**src/rtl/mux3_arb_pkg.sv**
```systemverilog
// Shared types and select encodings for the three-way round-robin arbiter.
// Select codes double as the round-robin pointer value.
package mux3_arb_pkg;

   typedef enum logic {IDLE, FULL} arb_state_t;

   localparam logic [1:0] SEL_D0 = 2'b00;
   localparam logic [1:0] SEL_D1 = 2'b01;
   localparam logic [1:0] SEL_D2 = 2'b10;

endpackage

```
**src/rtl/mux3.sv**
```systemverilog
// Three-input data multiplexer steered by a 2-bit select.
// Select 2'b11 is never produced upstream and yields zero.
module mux3
   import mux3_arb_pkg::*;
#(
   parameter int WIDTH = 8
) (
   input  logic [1:0]       sel,
   input  logic [WIDTH-1:0] d0,
   input  logic [WIDTH-1:0] d1,
   input  logic [WIDTH-1:0] d2,
   output logic [WIDTH-1:0] y
);

   always_comb begin
      y = '0;
      unique case (sel)
         SEL_D0:  y = d0;
         SEL_D1:  y = d1;
         SEL_D2:  y = d2;
         default: y = '0;
      endcase
   end

endmodule

```
**src/rtl/rr_pick3.sv**
```systemverilog
// Combinational round-robin pick: search last+1, last+2, last.
// hold forces the previous winner to win again when it is still requesting.
module rr_pick3
   import mux3_arb_pkg::*;
(
   input  logic [2:0] req,
   input  logic [1:0] last,
   input  logic       hold,
   output logic [2:0] win,
   output logic [1:0] wsel
);

   always_comb begin
      win = 3'b000;
      if (hold) begin
         unique case (last)
            SEL_D0:  win = 3'b001;
            SEL_D1:  win = 3'b010;
            default: win = 3'b100;
         endcase
      end else begin
         unique case (last)
            SEL_D0: begin
               if (req[1])      win = 3'b010;
               else if (req[2]) win = 3'b100;
               else if (req[0]) win = 3'b001;
            end
            SEL_D1: begin
               if (req[2])      win = 3'b100;
               else if (req[0]) win = 3'b001;
               else if (req[1]) win = 3'b010;
            end
            default: begin
               if (req[0])      win = 3'b001;
               else if (req[1]) win = 3'b010;
               else if (req[2]) win = 3'b100;
            end
         endcase
      end
   end

   always_comb begin
      wsel = SEL_D0;
      unique case (1'b1)
         win[1]:  wsel = SEL_D1;
         win[2]:  wsel = SEL_D2;
         default: wsel = SEL_D0;
      endcase
   end

endmodule

```
**src/rtl/mux3_rr_arbiter.sv**
```systemverilog
// Round-robin share of one registered valid/ready channel among three requesters.
// Define ARB_LOCK_EN to add the lock port (burst mode: locked winner keeps priority).
module mux3_rr_arbiter
   import mux3_arb_pkg::*;
#(
   parameter int WIDTH = 8
) (
   input  logic             clk,
   input  logic             reset,
   input  logic [2:0]       req,
   input  logic [WIDTH-1:0] d0,
   input  logic [WIDTH-1:0] d1,
   input  logic [WIDTH-1:0] d2,
`ifdef ARB_LOCK_EN
   input  logic [2:0]       lock,
`endif
   output logic [2:0]       gnt,
   output logic [1:0]       sel,
   output logic [WIDTH-1:0] y,
   output logic             y_valid,
   input  logic             y_ready
);

   arb_state_t       state;
   logic [1:0]       last;
   logic             load;
   logic             hold;
   logic [2:0]       win;
   logic [1:0]       wsel;
   logic [WIDTH-1:0] dmux;

`ifdef ARB_LOCK_EN
   always_comb begin
      hold = 1'b0;
      unique case (last)
         SEL_D0:  hold = req[0] & lock[0];
         SEL_D1:  hold = req[1] & lock[1];
         default: hold = req[2] & lock[2];
      endcase
   end
`else
   assign hold = 1'b0;
`endif

   rr_pick3 u_pick (
      .req  (req),
      .last (last),
      .hold (hold),
      .win  (win),
      .wsel (wsel)
   );

   mux3 #(.WIDTH(WIDTH)) u_mux (
      .sel (wsel),
      .d0  (d0),
      .d1  (d1),
      .d2  (d2),
      .y   (dmux)
   );

   // Consume and reload share one edge, so a held y_ready gives no bubble.
   assign load = (|req) && ((state == IDLE) || y_ready);
   assign gnt  = win & {3{load}};

   always_ff @(posedge clk or posedge reset) begin
      if (reset) begin
         state   <= IDLE;
         y       <= '0;
         y_valid <= 1'b0;
         sel     <= SEL_D2;
         last    <= SEL_D2;
      end else if (load) begin
         state   <= FULL;
         y       <= dmux;
         y_valid <= 1'b1;
         sel     <= wsel;
         last    <= wsel;
      end else if ((state == FULL) && y_ready) begin
         state   <= IDLE;
         y_valid <= 1'b0;
      end
   end

endmodule

```
**config.mk**
```make
export PLATFORM = sky130hd
export DESIGN_NAME = mux3_rr_arbiter
export DESIGN_NICKNAME = d
export VERILOG_FILES = /design/src/rtl/mux3_arb_pkg.sv /design/src/rtl/mux3.sv /design/src/rtl/rr_pick3.sv /design/src/rtl/mux3_rr_arbiter.sv
export SDC_FILE = /design/constraint.sdc
export NUM_CORES = 1
export LEC_CHECK = 0
export ABC_AREA = 1
export CAP_MARGIN = 0
export CORE_MARGIN = 5
export CORE_UTILIZATION = 35
export CTS_BUF_LIST = sky130_fd_sc_hd__clkbuf_16
export DETAILED_ROUTE_END_ITERATION = 8
export PLACE_DENSITY = 0.73
export RECOVER_POWER = 25
export SLEW_MARGIN = 0
export SYNTH_ARGS = -nofsm -noshare
export SYNTH_HDL_FRONTEND = slang
export SYNTH_HIERARCHICAL = 1
export SYNTH_SLANG_ARGS = --single-unit
```
**constraint.sdc**
```tcl
create_clock -name clk -period 2.8 [get_ports clk]
set_input_delay 0.56 -clock clk [delete_from_list [all_inputs] [get_ports clk]]
set_output_delay 0.56 -clock clk [all_outputs]
set_load 0.02 [all_outputs]
```
==> results.toml <==
[status]
status = "finished clean"

[pwr]
p_leak_nw = 0.661
p_comb_share_pct = 46.5
p_clk_share_pct = 27.4
switching_share_pct = 35.7
total_power_w = 0.000920
seqPwrFrac_pct = 26.1
pwr_density_cell_nw_per_um2 = 680
p_switching_w = 0.000328
ir_drop_uv = 350
internal_power_w = 0.000592

[clocking]
h-tree-depth = 1
cts_resized = 0
clockRootBuffer = "clkbuf_16"
worstSkewPairLatency_ns = 0.23
post-cts-setup-buffers = 0
cts_hold_buf = 0
clockBufferDepth = 2
cts_buffers = 3
path_clk_slew_ns = 0.04
cts.sinks = 11
tritoncts = "done"

[detailed_routing]
ant_nets = 0
wl_per_cell_um = 11.0
drtPass1Iterations = 4
vias = 945
totalWireLength_mm = 2.18
viasPerCell = 4.75
post-route-drc-count = 0
drt_iter0_drc = 20

[setup_path]
path_class = "in2out"
cp-start-kind = "input port"
critPathRequiredTime_ns = 2.24
r2r_cells = 11
cp-end-kind = "output pin"
worst-r2r-setup-slack_ns = 1.00
cp.arrival_ns = 2.11
r2r_end = "y[1]"
r2r_start = "last[1]"
path_max_fanout = 3

[final_layout]
antenna_cells = 0
utilization_pct = 61.1
drive_above_1_share_pct = 14.0
final_cell_mix = "42 x clkdlybuf4s50_1, 37 x nand3_1, 33 x nand2_1"
final_nets = 202
area_growth_pct = 66.3
final_common_cell = "clkdlybuf4s50_1"
postLayoutCellArea_sq_um = 1350

[grt]
use_met1_pct = 15.8
use_met2_pct = 23.4
antenna_found_initial = 0
gr-usage-met3_pct = 2.23
grt_use_total_pct = 13.8
grt_pass1_wl_mm = 3.74
grt_max_degree = 12
grt_pass1_vias = 973
grt.overflow.total = 0
grt_busiest_layer = "met2"

[timing]
drv_slew = 0
rsz0062_at_grt = "no"
setup_violations = 0
fmax_mhz = 375
period_needed_ns = 2.67
clock_skew_ns = 0.000732
post-route-period-util_pct = 95.3
hold_violations = 0
setup_tns_ns = 0

[min_path]
hold_end = "y[1]"
whs_path_depth = 2
min_from = "y[1]"
hold_class = "reg2reg"

[synth]
synth.distinct_cells = 16
yosysTopAreaCellShare_pct = 30.8
synthesis.area_sq_um = 813
yosys-top-cells-area = "dfrtp_1 31%, nand3_1 23%, nand2_1 15%"
ys_warn_count = 6
synth_area_leader_cell = "dfrtp_1"
ys_seq_area_share_pct = 34.0
avgSynthCellArea_sq_um = 6.78
ys_seq_elements = 11
synthCells = 120

[floorplanning]
coreArea_sq_um = 2210
die_w_um = 58.2
fp.dieH_um = 58.2
die_area_sq_um = 3390
rows = 17
pin_count = 44
initial_utilization_pct = 36.8

[place]
port_buffers = 43
gp_congestion = 0.871
dp.final_hpwl_mm = 1.85
place_area_sq_um = 1270

[flow_run]
maxCapViolCount = 0
-- worst max-delay path: stages --
cell             delay, ns
clkdlybuf4s50_1       0.50
inv_1                 0.08
nor2_1                0.09
nand3_1               0.10
nand2_1               0.07
inv_1                 0.03
nor2_1                0.08
clkdlybuf4s50_1       0.60
-- registers in the layout, summed over array words and instances (netlist names) --
name,cells
y,8
state,1
last,2
-- Yosys cell counts, drive strengths merged --
master,n
buf,5
nor2,8
dfrtp,10
conb,1
inv,12
nand2,43
a21oi,3
nand3,37
dfstp,1
-- area by class of cell --
type	count	area [sq um]
multi-input combinational	97	457
inverter	12	45.0
fill	196	860
clock buffer	3	75.1
timing repair buffer	47	460
sequential	11	277
clock inverter	1	3.75
tap	28	35.0
-- routing by layer --
metal  vias to the layer above  share of wire [%]
met5                         -                  0
met1                       419                 42
met3                         6                7.2
met4                         0                2.2
li1                        481                  -
met2                        39                 49
-- logic make-up after synthesis --
logic type      synth area share, %
other cells                   0.461
flops                          34.0
simple gates                   51.5
buf+inv                        12.2
compound gates                 1.85
-- how the worst max path moves through the flow --
stage,start,to,cells past startpoint
after floorplan,last[1],gnt[2],6
after global placement,req[0],gnt[0],8
after detailed placement,req[0],gnt[0],8
after CTS,req[0],gnt[0],8
after global routing,req[0],gnt[2],7
final,req[0],gnt[0],8
-- power by group through the flow --
stage | clock network [W] | registers, W | logic [W]
6_report | 0.000252 | 0.000240 | 0.000428
5_1_grt | 0.000266 | 0.000247 | 0.000470
4_1_cts | 0.000256 | 0.000241 | 0.000434
3_5_place_dp | 0 | 0.000243 | 0.000431
3_3_place_gp | 0 | 0.000241 | 0.000425
2_1_floorplan | 0 | 0.000295 | 0.000202
-- metrics by stage --
step	hold slack [ns]	worst slack, ns	cells
4_1_cts	0.472	0.116	199
3_3_place_gp	0.460	0.151	195
5_1_grt	0.505	0.0124	199
2_1_floorplan	0.412	0.996	125
6_report	0.467	0.132	199
3_5_place_dp	0.462	0.125	195
Power figures use the tool's default switching activity.
